`src/rtl/service_2_countdown.sv`:
```
// mm:ss BCD countdown timer with a start/pause/resume/acknowledge pushbutton.
// TICK_DIV clk cycles make up one second of countdown.
module service_2_countdown #(
    parameter int unsigned TICK_DIV = 100000000
) (
    input  logic        clk,
    input  logic        reset,
    input  logic        load,
    input  logic [15:0] num_in,
    input  logic        push_c,
    output logic [15:0] remain,
    output logic        running,
    output logic        done,
    output logic        alarm
);

    localparam int unsigned PW = (TICK_DIV > 1) ? $clog2(TICK_DIV) : 1;
    localparam logic [PW-1:0] PMAX = PW'(TICK_DIV - 1);

    typedef enum logic [2:0] {
        IDLE,
        READY,
        RUN,
        PAUSE,
        DONE
    } state_t;

    state_t        state;
    logic [PW-1:0] presc;
    logic          tick;
    logic [15:0]   load_val;
    logic [15:0]   dec_val;

    // Clamp out-of-range digits: any digit above 9 to 9, seconds tens above 5 to 5.
    function automatic logic [15:0] sanitize(input logic [15:0] v);
        logic [3:0] mt, mo, st, so;
        mt = (v[15:12] > 4'd9) ? 4'd9 : v[15:12];
        mo = (v[11:8]  > 4'd9) ? 4'd9 : v[11:8];
        st = (v[7:4]   > 4'd5) ? 4'd5 : v[7:4];
        so = (v[3:0]   > 4'd9) ? 4'd9 : v[3:0];
        return {mt, mo, st, so};
    endfunction

    function automatic logic [15:0] bcd_dec(input logic [15:0] v);
        logic [3:0] mt, mo, st, so;
        {mt, mo, st, so} = v;
        if (v == '0) begin
            return '0;
        end
        if (so != 4'd0) begin
            so = so - 4'd1;
        end else begin
            so = 4'd9;
            if (st != 4'd0) begin
                st = st - 4'd1;
            end else begin
                st = 4'd5;
                if (mo != 4'd0) begin
                    mo = mo - 4'd1;
                end else begin
                    mo = 4'd9;
                    mt = mt - 4'd1;
                end
            end
        end
        return {mt, mo, st, so};
    endfunction

    always_comb begin
        tick     = (state == RUN) && (presc == PMAX);
        load_val = sanitize(num_in);
        dec_val  = bcd_dec(remain);
    end

    always_ff @(posedge clk or negedge reset) begin
        if (!reset) begin
            state   <= IDLE;
            remain  <= '0;
            presc   <= '0;
            running <= 1'b0;
            done    <= 1'b0;
            alarm   <= 1'b0;
        end else begin
            done <= 1'b0;
            if (load) begin
                remain  <= load_val;
                presc   <= '0;
                running <= 1'b0;
                alarm   <= 1'b0;
                state   <= (load_val != '0) ? READY : IDLE;
            end else begin
                case (state)
                    IDLE: ;
                    READY: begin
                        if (push_c) begin
                            state   <= RUN;
                            presc   <= '0;
                            running <= 1'b1;
                        end
                    end
                    RUN: begin
                        // Decrement wins over push_c; reaching 00:00 also discards it.
                        if (tick) begin
                            presc  <= '0;
                            remain <= dec_val;
                            if (dec_val == '0) begin
                                state   <= DONE;
                                running <= 1'b0;
                                done    <= 1'b1;
                                alarm   <= 1'b1;
                            end else if (push_c) begin
                                state   <= PAUSE;
                                running <= 1'b0;
                            end
                        end else begin
                            presc <= presc + PW'(1);
                            if (push_c) begin
                                state   <= PAUSE;
                                running <= 1'b0;
                            end
                        end
                    end
                    PAUSE: begin
                        if (push_c) begin
                            state   <= RUN;
                            running <= 1'b1;
                        end
                    end
                    DONE: begin
                        if (push_c) begin
                            state <= IDLE;
                            alarm <= 1'b0;
                        end
                    end
                    default: state <= IDLE;
                endcase
            end
        end
    end

endmodule

```
`config.mk`:
```
export PLATFORM = sky130hd
export DESIGN_NAME = service_2_countdown
export DESIGN_NICKNAME = d
export VERILOG_FILES = /design/src/rtl/service_2_countdown.sv
export SDC_FILE = /design/constraint.sdc
export NUM_CORES = 1
export LEC_CHECK = 0
export CAP_MARGIN = 20
export CORE_ASPECT_RATIO = 0.8
export CORE_UTILIZATION = 45
export DETAILED_ROUTE_END_ITERATION = 8
export PLACE_DENSITY = 0.69
export SLEW_MARGIN = 0
export SYNTH_ARGS = -nofsm -noshare
export SYNTH_HDL_FRONTEND = slang
export SYNTH_SLANG_ARGS = --single-unit
```
`constraint.sdc`:
```
create_clock -name clk -period 2.35 [get_ports clk]
set_input_delay 0.235 -clock clk [delete_from_list [all_inputs] [get_ports clk]]
set_output_delay 0.235 -clock clk [all_outputs]
set_load 0.02 [all_outputs]
```
# Word level (Yosys, flattened, before mapping)
# Index checks and enable logic that the tools add are counted.
[totals]
reg_bits = 49
out_inout_bits = 19
input_bits = 20
word_cells = 91
[classes]
eq_ne = 11
n_reduce_logical = 19
muxes = 46
order_cmp = 4
n_addsub = 5
[ops]
columns = ["cell", "n"]
rows = [
  ["$mux W27", 3],
  ["$mux W16", 5],
  ["$pmux W27 S2", 1],
  ["$mux W4", 13],
  ["$logic_not A16 Y1", 2],
  ["$add A27 B1 Y27 const B", 1],
  ["$eq A27 B27 Y1 const B", 1],
  ["$mux W3", 6],
  ["$reduce_bool A16 Y1", 1],
  ["$sub A4 B1 Y4 const B", 4],
  ["$mux W1", 15],
  ["$gt A4 B4 Y1 const B", 3],
  ["$pmux W3 S4", 1],
  ["$reduce_bool A4 Y1", 3],
  ["$ne A3 B3 Y1 const B", 3],
  ["$reduce_bool A3 Y1", 3],
  ["$eq A3 B2 Y1 const B", 2],
  ["$reduce_and A2 Y1", 3],
  ["$gt A4 B3 Y1 const B", 1],
  ["$pmux W1 S2", 2],
  ["$reduce_and A4 Y1", 1],
  ["$reduce_bool A2 Y1", 2],
  ["$eq A3 B1 Y1 const B", 1],
  ["$eq A3 B3 Y1 const B", 1],
  ["7 further kinds", 7],
]

# Depth between registers and ports, before layout
# Gate-level depths: netlist of the first run.
[depth]
word_depth = 10
mapped_depth = 8
depth_no_buf = 7

# Worst setup path after synthesis of the first run
# OpenSTA, ideal clock, no wires.
[synth_timing]
path_type = "register -> register"
start = "register remain[0]"
end = "register done"
stages_incl_launch_ff = 9
arrival_time_ps = 2416
setup_time_ps = 105
path_buffers = 1
required_ps = 2245
period_less_slack_ps = 2521
slack_ps = -171
cell_sequence = "dfrtp_1 > inv_1 > ha_1 > or4b_4 > buf_6 > nor4_1 > mux2_2 > a21oi_4 > nor4b_1"
[synth_between]
elab_chain_cells = 8
elab_cells_between_ends = 14
classes_between = "add/sub (1); mux (10); reduce/logical (3)"
[synth_lines]
columns = ["item", "line_no", "text"]
rows = [
  ["from (decl)", "11", "output logic [15:0] remain,"],
  ["from (signal assigned)", "86", "remain <= load_val;"],
  ["from (signal assigned)", "105", "remain <= dec_val;"],
  ["$sub A4 B1 Y4, or another cell as far along", "51", "so = so - 4'd1;"],
  ["$mux W4 / $mux W1 (equally long branches)", "50, 47", ""],
  ["$mux W16 *", "50", "if (so != 4'd0) begin"],
  ["$logic_not A16 Y1 *", "106", "if (dec_val == '0) begin"],
  ["$mux W1 *", "106", ""],
  ["$mux W1 *", "103", "if (tick) begin"],
  ["$mux W1 *", "92", "case (state)"],
  ["$mux W1 *", "85", "if (load) begin"],
  ["to (signal assigned)", "81", "done <= 1'b0;"],
  ["to (signal assigned)", "84", "done <= 1'b0;"],
  ["to (signal assigned)", "109", "done <= 1'b1;"],
  ["to (decl)", "13", "output logic done,"],
]
# Mark *: on every way between the ends. The rest lies on a longest branch, timed or not.
# A chain may end at the register's enable or synchronous reset.

# Final worst setup path of the first run
[layout_timing]
start = "register remain[0]"
end = "register running"
[layout_between]
elab_chain_cells = 8
elab_cells_between_ends = 14
classes_between = "add/sub (1); mux (10); reduce/logical (3)"
[layout_lines]
columns = ["item", "line_no", "text"]
rows = [
  ["$sub A4 B1 Y4, or another cell as far along", "51", ""],
  ["$mux W4 / $mux W1 (equally long branches)", "50, 47", ""],
  ["$mux W16 *", "50", ""],
  ["$logic_not A16 Y1 *", "106", ""],
  ["$mux W1 *", "106", ""],
  ["$mux W1 *", "103", ""],
  ["$pmux W1 S2 *", "92", ""],
  ["$mux W1 *", "85", ""],
  ["to (signal assigned)", "88", "running <= 1'b0;"],
  ["to (signal assigned)", "98", "running <= 1'b1;"],
  ["to (signal assigned)", "108", "running <= 1'b0;"],
  ["to (decl)", "12", "output logic running,"],
]
# Marked as above.

==> impl_results.md, run 1 <==
- Status: finished clean
- Register share of total power: 49.3%
- Sequential share of the synthesized area: about two fifths
- Fin Setup TNS: 0 ns
- Crit-path cells: inv_2 > ha_4 > or4b_4 > nor3_4 > mux2_4 > and3b_4 > a311oi_2
- Reg-to-reg startpoint: remain[0]$_DFFE_PN0P_
- Worst skew pair latency: 0.31 ns
- Antenna violations before repair: 0
- M1 GR Usage: 42.4%
- Cts bufs inserted: 5
- Final setup viols: 0
- Hold Path Class: input pin to async pin
- Die width: about 96 um
- Worst path slowest cell: or4b_4
- Most Crowded Layer GR: met1
- Via count: approximately 3,200
- First-pass GRT wire length: approximately 15,000 um
- Initial DRC Count: approximately 290
- CTS Sinks: roughly 50
- Post-DRT Antenna Nets: 0
- Total track usage: 26.4%
- Placed insts: approximately 500
- TritonCTS clock tree: yes
- Pwr dens: approximately 450 nW/um^2
- Yosys top cell by area: dfrtp_1
- Initial DRT Pass Iterations: 5
- Max Slew Vio Count: 0
- Via/cell ratio: around 6.2
- Vias in the first global route: between 2,000 and 3,000
- GPL Wtd Cong: just under 0.9
- Chip height: between 70 and 80 um
- Area added between synthesis and finish: 26.7%
- Syn_nets: just under 400
- Routed WL per cell: around 18 um
- Synthesis warning total: 0
- N_diodes: 0
- Switching part of the total power: between 30% and 40%
- CP Max Fanout: 6
- Slew of the pin with the lowest slew margin: approximately 0.65 ns
- Clock transition at the registers of the reported paths: ~0.080 ns
- Final Non-Filler Cells: 519
- Buffers on Ports: 38
- Worst Path Required: 2.52 ns
- Syn Area/Cell: approximately 8.8 um^2
- Dominant cells by area after synthesis: dfrtp_1 (38%), nor2_1 (4.6%), a21oi_1 (3.1%)
- Slew headroom: ~57%
- Remaining global-route overflow: 0
- Placed instance area: 3940 um^2
- Maximum number of pins on one net before global-route repair: 34
- DRC: 0
- Core area: between 6000 and 7000 um^2
- R2R Setup Slk: 0.05 ns
- F_max: roughly 430 MHz
- Synth top cells by count: dfrtp_1 (49), nor2_1 (39), nand2_1 (25), a21oi_1 (20), o21ai_0 (18)
- IR drop worst, VDD: 0.000244 V
- Fin. Hold Viols: 0
- P_sw: roughly 0.55 mW
- Clock root cell: clkbuf_8
- Clk pwr share: between 20% and 30%
- CP Class: flop to flop
- Leak Pwr: roughly 1.6 nW
- Reg2reg end: running$_DFFE_PN0P_
- Critical Path Max Stage Delay: between 0.5 and 0.6 ns
- EDFF count, synth: 0
- Worst Setup SP: remain[0]$_DFFE_PN0P_
- M3 GR Usage: roughly 4.9%
- H-tree depth: 2
- CP Launch Type: flop
- Crit path arrival time: around 2.5 ns
- Nets: between 400 and 500
- Max-cap violations: 0
- Met2 GRT Util: 36.3%
- Synthesized flop and latch total: slightly below 50
- Pint: 1.27 mW
- Distinct cells, synth: 65
- HPWL after DPL: about 7100 um
- Fin crit share: 97.9%
- Fin area: around 4100 um^2
- Most common cell in the netlist: dfrtp_1
- Asr flop ratio synth: 100%
- Layout cell share with drive strength beyond 1: roughly 16%
- Layout Skew: around 0.011 ns
- Area share of the largest cell type after synthesis: a little under two fifths
- Mapped cell area: around 3200 um^2
- Setup crit end kind: flop
- Initial core utilization: 46.6%
- Die area: roughly 7500 um^2
- Min Tclk post-route: around 2.3 ns
- Row count: 27
- Top FF cell, synth: dfrtp_1
- Boundary Pins: 39
- Clock Path Buffers: 2
- Gate power share: 23.4%
- Post-Syn Instances: 363
- FF-to-FF path depth: 7
- WL final: between 9000 and 10,000 um
[placed cells by master (no fill, tap or decap), types with 3 or more instances in the layout]
master / instances
clkbuf_1: 3
o32ai_1: 3
and3_1: 8
o21ai_0: 18
o211ai_1: 3
and2_1: 3
nand4_1: 11
nor2_1: 38
a31oi_1: 5
a21oi_1: 20
nand3_1: 9
a311oi_1: 3
buf_4: 36
or4_1: 4
a211o_1: 3
ha_1: 4
and4_1: 3
xor2_1: 11
nor4b_1: 3
nand3b_1: 3
o31ai_1: 3
or3_1: 15
nor3_1: 11
nor4_1: 12
clkdlybuf4s50_1: 37
mux2i_1: 4
o2111ai_1: 11
clkbuf_8: 5
dfrtp_1: 47
nand2_1: 25
inv_1: 14
[sequential cells by signal (all words and copies together), names as in the netlist]
name     count
done         1
running      1
remain      16
state        3
presc       27
alarm        1
[through the flow]
step	hold slack, ns	setup WS [ns]	util (%)	total power, mW
floorplan	-0.0606	-0.0128	-	1.12
global placement	0.291	0.0781	57.1	1.32
detailed placement	0.294	0.0182	57.1	1.32
CTS	0.510	0.0142	58.5	1.82
global route	0.543	-0.00579	59.0	1.90
finish	0.487	0.0496	59.0	1.82
[layer usage]
metal | part of all wire, % | wire [um] | vias up
li1 | - | - | 1523
met4 | 0.92 | 87 | 0
met1 | 50 | 4690 | 1556
met2 | 42 | 3970 | 128
met5 | 0 | 0 | -
met3 | 7.1 | 671 | 11
[repair_timing]
action	4_1_cts	5_1_grt
setup buffers	1	2
hold endpoints to repair	24	0
endpoints found under the setup margin	1	19
hold buffers	1	0
resized for setup	0	4
pin swaps	0	3
[worst max-delay path, delay by kind of cell, from the launching register on]
family                     cells  cell delay [ns]
and+or+nand+nor                3             1.10
DFF                            1             0.42
buffers and inverters          1             0.09
muxes                          1             0.33
AOI/OAI and AO/OA              1             0.10
adders and majority gates      1             0.13
[power groups by stage]
stage	clock network [mW]	registers [mW]	logic (mW)
floorplan	0	0.947	0.173
global placement	0	0.911	0.410
detailed placement	0	0.911	0.412
CTS	0.506	0.895	0.416
global route	0.538	0.900	0.459
finish	0.496	0.897	0.425
[how the worst max path moves through the flow]
stage | endpoint | slack (ns) | cells after the start
after floorplan | done$_DFF_PN0_ | -0.01 | 8
after CTS | done$_DFF_PN0_ | 0.01 | 7
after detailed placement | done$_DFF_PN0_ | 0.02 | 7
after global routing | running$_DFFE_PN0P_ | -0.006 | 7
final | running$_DFFE_PN0P_ | 0.05 | 7
after global placement | done$_DFF_PN0_ | 0.08 | 7
[cells by family (layout without fill, tap and decap cells)]
kind of cell	Yosys count	count (layout)	synth area share, %
compound gates	93	93	20.8
buf+inv	33	102	4.36
flops	49	49	38.2
fa+ha+maj	5	5	1.95
mux	6	6	2.07
simple gates	164	164	29.1
xor+xnor	13	13	3.55
[final cells by class]
type,instances,area (um^2)
Clock buffer,8,80.1
Fill cell,631,2820
Inverter,17,63.8
Multi-Input combinational cell,281,1890
Sequential cell,49,1230
Tap cell,87,109
Timing Repair Buffer,77,696
Power figures use the tool's default switching activity.
==> inputs of run 2 (changes only) <==
--- a/config.mk
+++ b/config.mk
@@ -9,6 +9,7 @@
 export CORE_ASPECT_RATIO = 0.8
 export CORE_UTILIZATION = 45
 export DETAILED_ROUTE_END_ITERATION = 8
+export MAX_ROUTING_LAYER = met4
 export PLACE_DENSITY = 0.69
 export SLEW_MARGIN = 0
 export SYNTH_ARGS = -nofsm -noshare
==> run 2 against run 1 <==
  * Total power increased by 1.9%
  * Die area unchanged
  * Count of clock-buffer cells in the layout is 1 lower
  * First-iteration DRC count rose by 4.9%
  * Register-to-register slack hardly changed
  * Largest power group unchanged
==> impl_results.md, run 2 (same netlist as run 1, synthesis figures left out) <==
- CTS Sinks: 49 (unchanged)
- F_max: 434 MHz (-0.16%)
- HPWL after DPL: 6970 um (-1.2%)
- Fillers: 592 (-6.2%)
- Leak Pwr: 1.64 nW (+0.17%)
- Fin Hold WS: 0.471 ns (-0.0160 ns)
- Reg2reg end: running$_DFFE_PN0P_
- Placed insts: 505 (-0.39%)
- N_diodes: 0 (unchanged)
- Max-cap violations: 0 (unchanged)
- Total track usage: 27.6% (+1.2 points)
- H-tree depth: 2 (unchanged)
- Row count: 27 (unchanged)
- Initial DRC Count: 299 (+4.9%)
- Die width: 96.4 um (unchanged)
- CP delay by family, top: simple AND/OR/NAND/NOR gates
- IR drop worst, VDD: 0.000237 V (-2.9%)
- Final core occ: 59.3% (+0.27 points)
- Chip height: 77.6 um (unchanged)
- Top flop regs: presc: 27 flops, remain: 16 flops, state: 3 flops
- First-pass GRT wire length: 15,200 um (-0.13%)
- Top reg by flops: presc
- Crit path arrival time: 2.48 ns (about the same)
- RSZ-0062 raised after global routing: yes
- Clock transition at the registers of the reported paths: 0.09 ns (about the same)
- Buffers on Ports: 38 (unchanged)
- Setup WS post-layout: 0.0459 ns (-0.00372 ns)
- Multi-input logic area: 1910 um^2 (+1.1%)
- DRC: 0 (unchanged)
- Crit-path cells: inv_2 > ha_4 > or4b_4 > nor3_4 > mux2_4 > and3b_4 > a311oi_2
- Pwr dens: 453 nW/um^2 (+1.4%)
- Antenna violations before repair: 0 (unchanged)
- Worst path slowest cell: or4b_4
- Slew of the pin with the lowest slew margin: 0.640 ns (-0.00519 ns)
- Die area: 7480 um^2 (unchanged)
- Vias in the first global route: 2,830 (-4.1%)
- Setup crit end kind: flop
- Place WS: -0.0220 ns (-0.0402 ns)
- WL final: 9330 um (-0.83%)
- Boundary Pins: 39 (unchanged)
- Worst Path Required: 2.52 ns (about the same)
- Area added between synthesis and finish: 27.3%
- Max Slew Vio Count: 0 (unchanged)
- Worst skew pair latency: 0.31 ns (about the same)
- Core area: 6890 um^2 (unchanged)
- Clock root cell: clkbuf_8
- Cts bufs inserted: 5 (unchanged)
- FF-to-FF path depth: 7 (unchanged)
- Slew headroom: 57.3% (+0.35 points)
- GPL Wtd Cong: 0.903 (+3.6%)
- TritonCTS clock tree: yes
- Maximum number of pins on one net before global-route repair: 34 (unchanged)
- Status: finished clean
- Most common cell after layout, fill and taps aside: dfrtp_1
- Initial core utilization: 46.6% (unchanged)
- Via count: 3,235 (+0.53%)
- Via/cell ratio: 6.26 (+0.92%)
- CP Class: flop to flop
- Reg area: 1230 um^2 (unchanged)
- CP Max Fanout: 5 (-1)
- Final setup viols: 0 (unchanged)
- Reg-to-reg startpoint: remain[0]$_DFFE_PN0P_
- Clock Path Buffers: 2 (unchanged)
- Layout Skew: 0.00519 ns (-0.00543 ns)
- Hold Path Class: input pin to async pin
- Commonest cells after routing, fill and taps aside: dfrtp_1 (47), nor2_1 (39), clkdlybuf4s50_1 (37)
- Nets: 455 (-0.22%)
- Fin. Hold Viols: 0 (unchanged)
- Layout cell share with drive strength beyond 1: 16.3% (+0.54 points)
- Min Tclk post-route: 2.30 ns (+0.00372 ns)
- CP Launch Type: flop
- Final Non-Filler Cells: 517 (-0.39%)
- Remaining global-route overflow: 0 (unchanged)
- Post-DRT Antenna Nets: 0 (unchanged)
- R2R Setup Slk: 0.05 ns (about the same)
- Fin crit share: 98.0% (+0.16 points)
- Routed WL per cell: 18.1 um (-0.45%)
- Largest register FFs: 27 (unchanged)
- Total power: 1.85 mW (+1.9%)
- Initial DRT Pass Iterations: 5 (unchanged)
- Critical Path Max Stage Delay: 0.53 ns (about the same)
- Critical path buffer and inverter count: 1 (unchanged)
[run 2: how the worst max path moves through the flow]
stage	startpoint	endpoint	depth (start not counted)
global placement	remain[1]$_DFFE_PN0P_	done$_DFF_PN0_	7
CTS	remain[1]$_DFFE_PN0P_	running$_DFFE_PN0P_	7
global route	remain[0]$_DFFE_PN0P_	running$_DFFE_PN0P_	7
finish	remain[0]$_DFFE_PN0P_	running$_DFFE_PN0P_	7
floorplan	remain[0]$_DFFE_PN0P_	done$_DFF_PN0_	8
detailed placement	remain[1]$_DFFE_PN0P_	done$_DFF_PN0_	7
[run 2: layout make-up]
type | instances | area share (%)
Timing Repair Buffer | 76 | 16.8
Sequential cell | 49 | 30.1
Inverter | 17 | 1.56
Tap cell | 87 | 2.66
Clock buffer | 7 | 2.11
Multi-Input combinational cell | 281 | 46.8
[run 2: worst reg2reg max path, stage by stage (launching register included)]
cell      delay [ns]
dfrtp_2         0.42
inv_2           0.09
ha_4            0.14
or4b_4          0.53
nor3_4          0.25
mux2_4          0.33
and3b_4         0.33
a311oi_2        0.09
[run 2: layer usage]
metal | vias to the layer above | wire length, um | track usage, %
met1 | 1565 | 4790 | 44.6
li1 | 1526 | - | -
met4 | 0 | 98 | 4.41
met3 | 10 | 621 | 6.08
met5 | - | 0 | -
met2 | 134 | 3830 | 35.0
[run 2: timing repair]
action | in CTS | in global routing
endpoints found under the setup margin | 1 | 10
hold buffers | 1 | 0
hold endpoints to repair | 24 | 0
pin swaps | 1 | 5
gates resized for setup | 1 | 6
buffers inserted | 1 | 3
[run 2: where the power goes]
part	internal [mW]	switching, mW
combinational	0.192	0.244
clock	0.234	0.284
sequential	0.870	0.0267
total	1.30	0.555
[run 2: through the flow]
stage               instance area, um^2  TNS [ns]
global route                       4090  -0.00978
floorplan                          3240   -0.0128
detailed placement                 3920   -0.0220
finish                             4090         0
CTS                                4030         0
global placement                   3920         0
==> patch 1 (flow settings as in run 2) <==
`TICK_DIV`: 100000000 -> 50000000.
--- a/src/rtl/service_2_countdown.sv
+++ b/src/rtl/service_2_countdown.sv
@@ -1,7 +1,7 @@
 // mm:ss BCD countdown timer with a start/pause/resume/acknowledge pushbutton.
 // TICK_DIV clk cycles make up one second of countdown.
 module service_2_countdown #(
-    parameter int unsigned TICK_DIV = 100000000
+    parameter int unsigned TICK_DIV = 50000000
 ) (
     input  logic        clk,
     input  logic        reset,
Formal check against the unedited RTL: same outputs for any inputs over 10 cycles, from zero or initial values and one cycle with reset low; that may be too few to reach the edited logic, so the function may still have changed.
==> patch 1 against run 2 <==
Largest cell class unchanged; core utilization grew 4.1 points; die area decreased by 4.3%; routed wire length is 5.5% lower; non-clock buffer count is 13 higher; power decreased by 0.49%; the run now ends with setup timing left; setup slack worse by 0.085 ns; sequential power decreased by 0.9%; combinational power fell by 1%; cell count rose by 0.77%; fmax fell by 3.6%; synthesized area shrank 4.4%; cell area up 0.40%; sequential cell count fell by 1.
==> patch 1: results <==
[synthesis]
synth_fa_ha_area_share_pct = 2.04
netlist_instances = 355
synth-seq-area-share_pct = 39.2
netlist_top_cells_area = dfrtp_1 (39%), o21ai_0 (5.4%), nor2_1 (5.0%)

[grt]
grt_pass1_wl_mm = 14.1

[sta]
hold_ws_ns = 0.438
setup_violations = 3
fin_skew_ns = 0.00465
fin_ws_ns = -0.0390

[critical_path]
slowest_delay_ns = 0.59
reg2regPathDepth = 6
crit_end = alarm
rr_startpoint = remain[6]
cp_data_arrival_time_ns = 2.62

[finish]
n_clock_buffer = 6
n_all_inverters = 12

[drt]
vias = 3093
drt_wl_total_mm = 8.82
wl_met1_mm = 4.32

[status]
status = complete, but fails checks
violations = setup timing

[place]
dp_hpwl_mm = 6.47
dp_cells = 504

[power_and_ir_drop]
p_leak_uw = 0.00156

[cts]
postCtsSetupRepairBufs = 7

[die]
die_x_um = 94.3
patch 1: changes by cell type in the layout (fill, tap and decap cells not counted), moves of 9 or more:
cell,delta
o2111ai_1,-11
buf_4,+13
xnor2_1,+10
or3_1,-9
o21ai_0,+14
patch 1: stage by stage:
stage | TNS, ns | total power (uW)
2_1_floorplan | -0.239 | 1090
3_3_place_gp | -0.139 | 1290
3_5_place_dp | -0.787 | 1290
4_1_cts | -0.0303 | 1840
5_1_grt | -0.389 | 1920
6_report | -0.0914 | 1840
patch 1: power groups by stage:
stage / Combinational [uW] / Sequential, uW / Clock [uW]
2_1_floorplan: 156 / 931 / 0
3_3_place_gp: 388 / 902 / 0
3_5_place_dp: 392 / 903 / 0
4_1_cts: 415 / 887 / 536
5_1_grt: 467 / 893 / 563
6_report: 430 / 889 / 522
patch 1: routing by layer:
layer  vias to the layer above  global-route usage (%)
li1                       1465                       -
met1                      1502                    39.8
met2                       118                    38.0
met3                         8                    4.09
met4                         0                    5.81
met5                         -                       -
==> patch 2 (config.mk and constraints of run 2) <==
Without the edit above. Register the inputs `load`, `num_in` and `push_c` before use, with the module's reset. The logic sees them one clock later.
--- a/src/rtl/service_2_countdown.sv
+++ b/src/rtl/service_2_countdown.sv
@@ -24,6 +24,22 @@
         PAUSE,
         DONE
     } state_t;
+
+    logic load_q;
+    logic [15:0] num_q;
+    logic push_c_q;
+
+    always_ff @(posedge clk or negedge reset) begin
+        if (!reset) begin
+            load_q   <= '0;
+            num_q    <= '0;
+            push_c_q <= '0;
+        end else begin
+            load_q   <= load;
+            num_q    <= num_in;
+            push_c_q <= push_c;
+        end
+    end
 
     state_t        state;
     logic [PW-1:0] presc;
@@ -68,7 +84,7 @@
 
     always_comb begin
         tick     = (state == RUN) && (presc == PMAX);
-        load_val = sanitize(num_in);
+        load_val = sanitize(num_q);
         dec_val  = bcd_dec(remain);
     end
 
@@ -82,7 +98,7 @@
             alarm   <= 1'b0;
         end else begin
             done <= 1'b0;
-            if (load) begin
+            if (load_q) begin
                 remain  <= load_val;
                 presc   <= '0;
                 running <= 1'b0;
@@ -92,7 +108,7 @@
                 case (state)
                     IDLE: ;
                     READY: begin
-                        if (push_c) begin
+                        if (push_c_q) begin
                             state   <= RUN;
                             presc   <= '0;
                             running <= 1'b1;
@@ -108,26 +124,26 @@
                                 running <= 1'b0;
                                 done    <= 1'b1;
                                 alarm   <= 1'b1;
-                            end else if (push_c) begin
+                            end else if (push_c_q) begin
                                 state   <= PAUSE;
                                 running <= 1'b0;
                             end
                         end else begin
                             presc <= presc + PW'(1);
-                            if (push_c) begin
+                            if (push_c_q) begin
                                 state   <= PAUSE;
                                 running <= 1'b0;
                             end
                         end
                     end
                     PAUSE: begin
-                        if (push_c) begin
+                        if (push_c_q) begin
                             state   <= RUN;
                             running <= 1'b1;
                         end
                     end
                     DONE: begin
-                        if (push_c) begin
+                        if (push_c_q) begin
                             state <= IDLE;
                             alarm <= 1'b0;
                         end
Formal check against the unedited RTL: not equivalent (a bounded check fails within 4 cycles, from zero or initial values and one cycle with reset low).
==> patch 2 against run 2 <==
The run now ends with setup timing left; sequential cell count up 18; routed wire length down 3.1%; synthesized area up 9.8%; synthesized cell count up 4.4%; cell area up 13%; cell count up 11%; setup slack worse by 0.084 ns; via count down 0.96%; power up 43%; worst hold slack worse by 0.16 ns; largest power group unchanged.
==> patch 2: results <==
[status]
status = complete, but fails checks
violations = setup timing

[place]
dp_hpwl_mm = 6.65
dpl_cell_area_um2 = 4360
gp_congestion = 0.918

[sta]
tightest_slew_ns = 0.555
setup_violations = 3
tns_ns = -0.0773
fin_skew_ns = 0.00843
fin_ws_ns = -0.0384

[critical_path]
cp_data_arrival_time_ns = 2.63
cp_slowest_cell = or4_4
slowest_delay_ns = 0.55

[grt]
grt_pass1_wl_mm = 14.9

[finish]
nFillCells = 660
multi_input_area_um2 = 1780
final_nets = 491
drive_gt1_share_pct = 18.5

[drt]
drt_wl_total_mm = 9.05

[synthesis]
synth_common_cells = dfrtp_1 (67), nor2_1 (56), nand2_1 (29)
synthDistinctLibCells = 58
synth-seq-area-share_pct = 47.6
netlist_top_cells_area = dfrtp_1 (48%), nor2_1 (6.0%), mux2i_1 (3.7%)

[cts]
clk_pin_slew_ns = 0.07

[power_and_ir_drop]
p_leak_uw = 0.00202
p_clk_share_pct = 36.2
sequentialPower_uw = 1240
total_power_uw = 2640

[worst_hold_path]
holdCritPathClass = input port to flip-flop
-- patch 2: final timing paths --
check	endpoint	from	slack, ns	cells after the start
max reg2reg	running	remain[0]	-0.04	10
min in group asynchronous	num_q[9]	reset	0.45	3
max	running	remain[0]	-0.04	10
min reg2reg	remain[13]	num_q[13]	0.48	2
min	num_q[11]	num_in[11]	0.31	1
max in group asynchronous	remain[1]	reset	1.49	3
-- patch 2: worst reg2reg max path, cell delays in order, from the launching register on --
cell     delay (ns)
dfrtp_2        0.39
inv_2          0.06
ha_4           0.16
nor4b_4        0.14
buf_4          0.16
and2_1         0.15
buf_4          0.15
a31oi_1        0.14
nand4_1        0.18
or4_4          0.55
and3_1         0.19
-- patch 2: logic make-up (layout without fill, tap and decap cells) --
kind of cell	Yosys count	count (layout)	synth area share, %
xor+xnor	17	17	4.22
fa+ha+maj	5	5	1.77
mux	13	13	3.69
buf+inv	31	123	3.65
compound gates	73	73	12.9
flops	67	67	47.6
simple gates	173	173	26.2
-- patch 2: routing by layer --
metal / share of wire [%] / wire, um / global-route usage [%] / vias up
met5: 0 / 0 / - / -
met4: 0.88 / 80 / 4.93 / 0
met3: 8.8 / 796 / 6.97 / 12
met2: 41 / 3720 / 34.5 / 141
met1: 49 / 4450 / 36.3 / 1526
li1: - / - / - / 1525
-- patch 2: final cells by class --
type                    instances  area share [%]
repair buffers                 90            16.7
flip-flops and latches         67            36.4
inverters                      17            1.38
clock buffers                  10            2.77
clock inverters                 6            1.41
well taps                     105            2.85
multi-input cells             281            38.5
-- patch 2: timing repair --
| item | CTS | global route |
|---|---|---|
| hold buffers | 1 | 0 |
| gates resized for setup | 1 | 5 |
| buffers inserted | 0 | 3 |
| cloned | 0 | 0 |
| hold endpoints to repair | 67 | 0 |
| endpoints found under the setup margin | 1 | 28 |
| pin swaps | 1 | 1 |
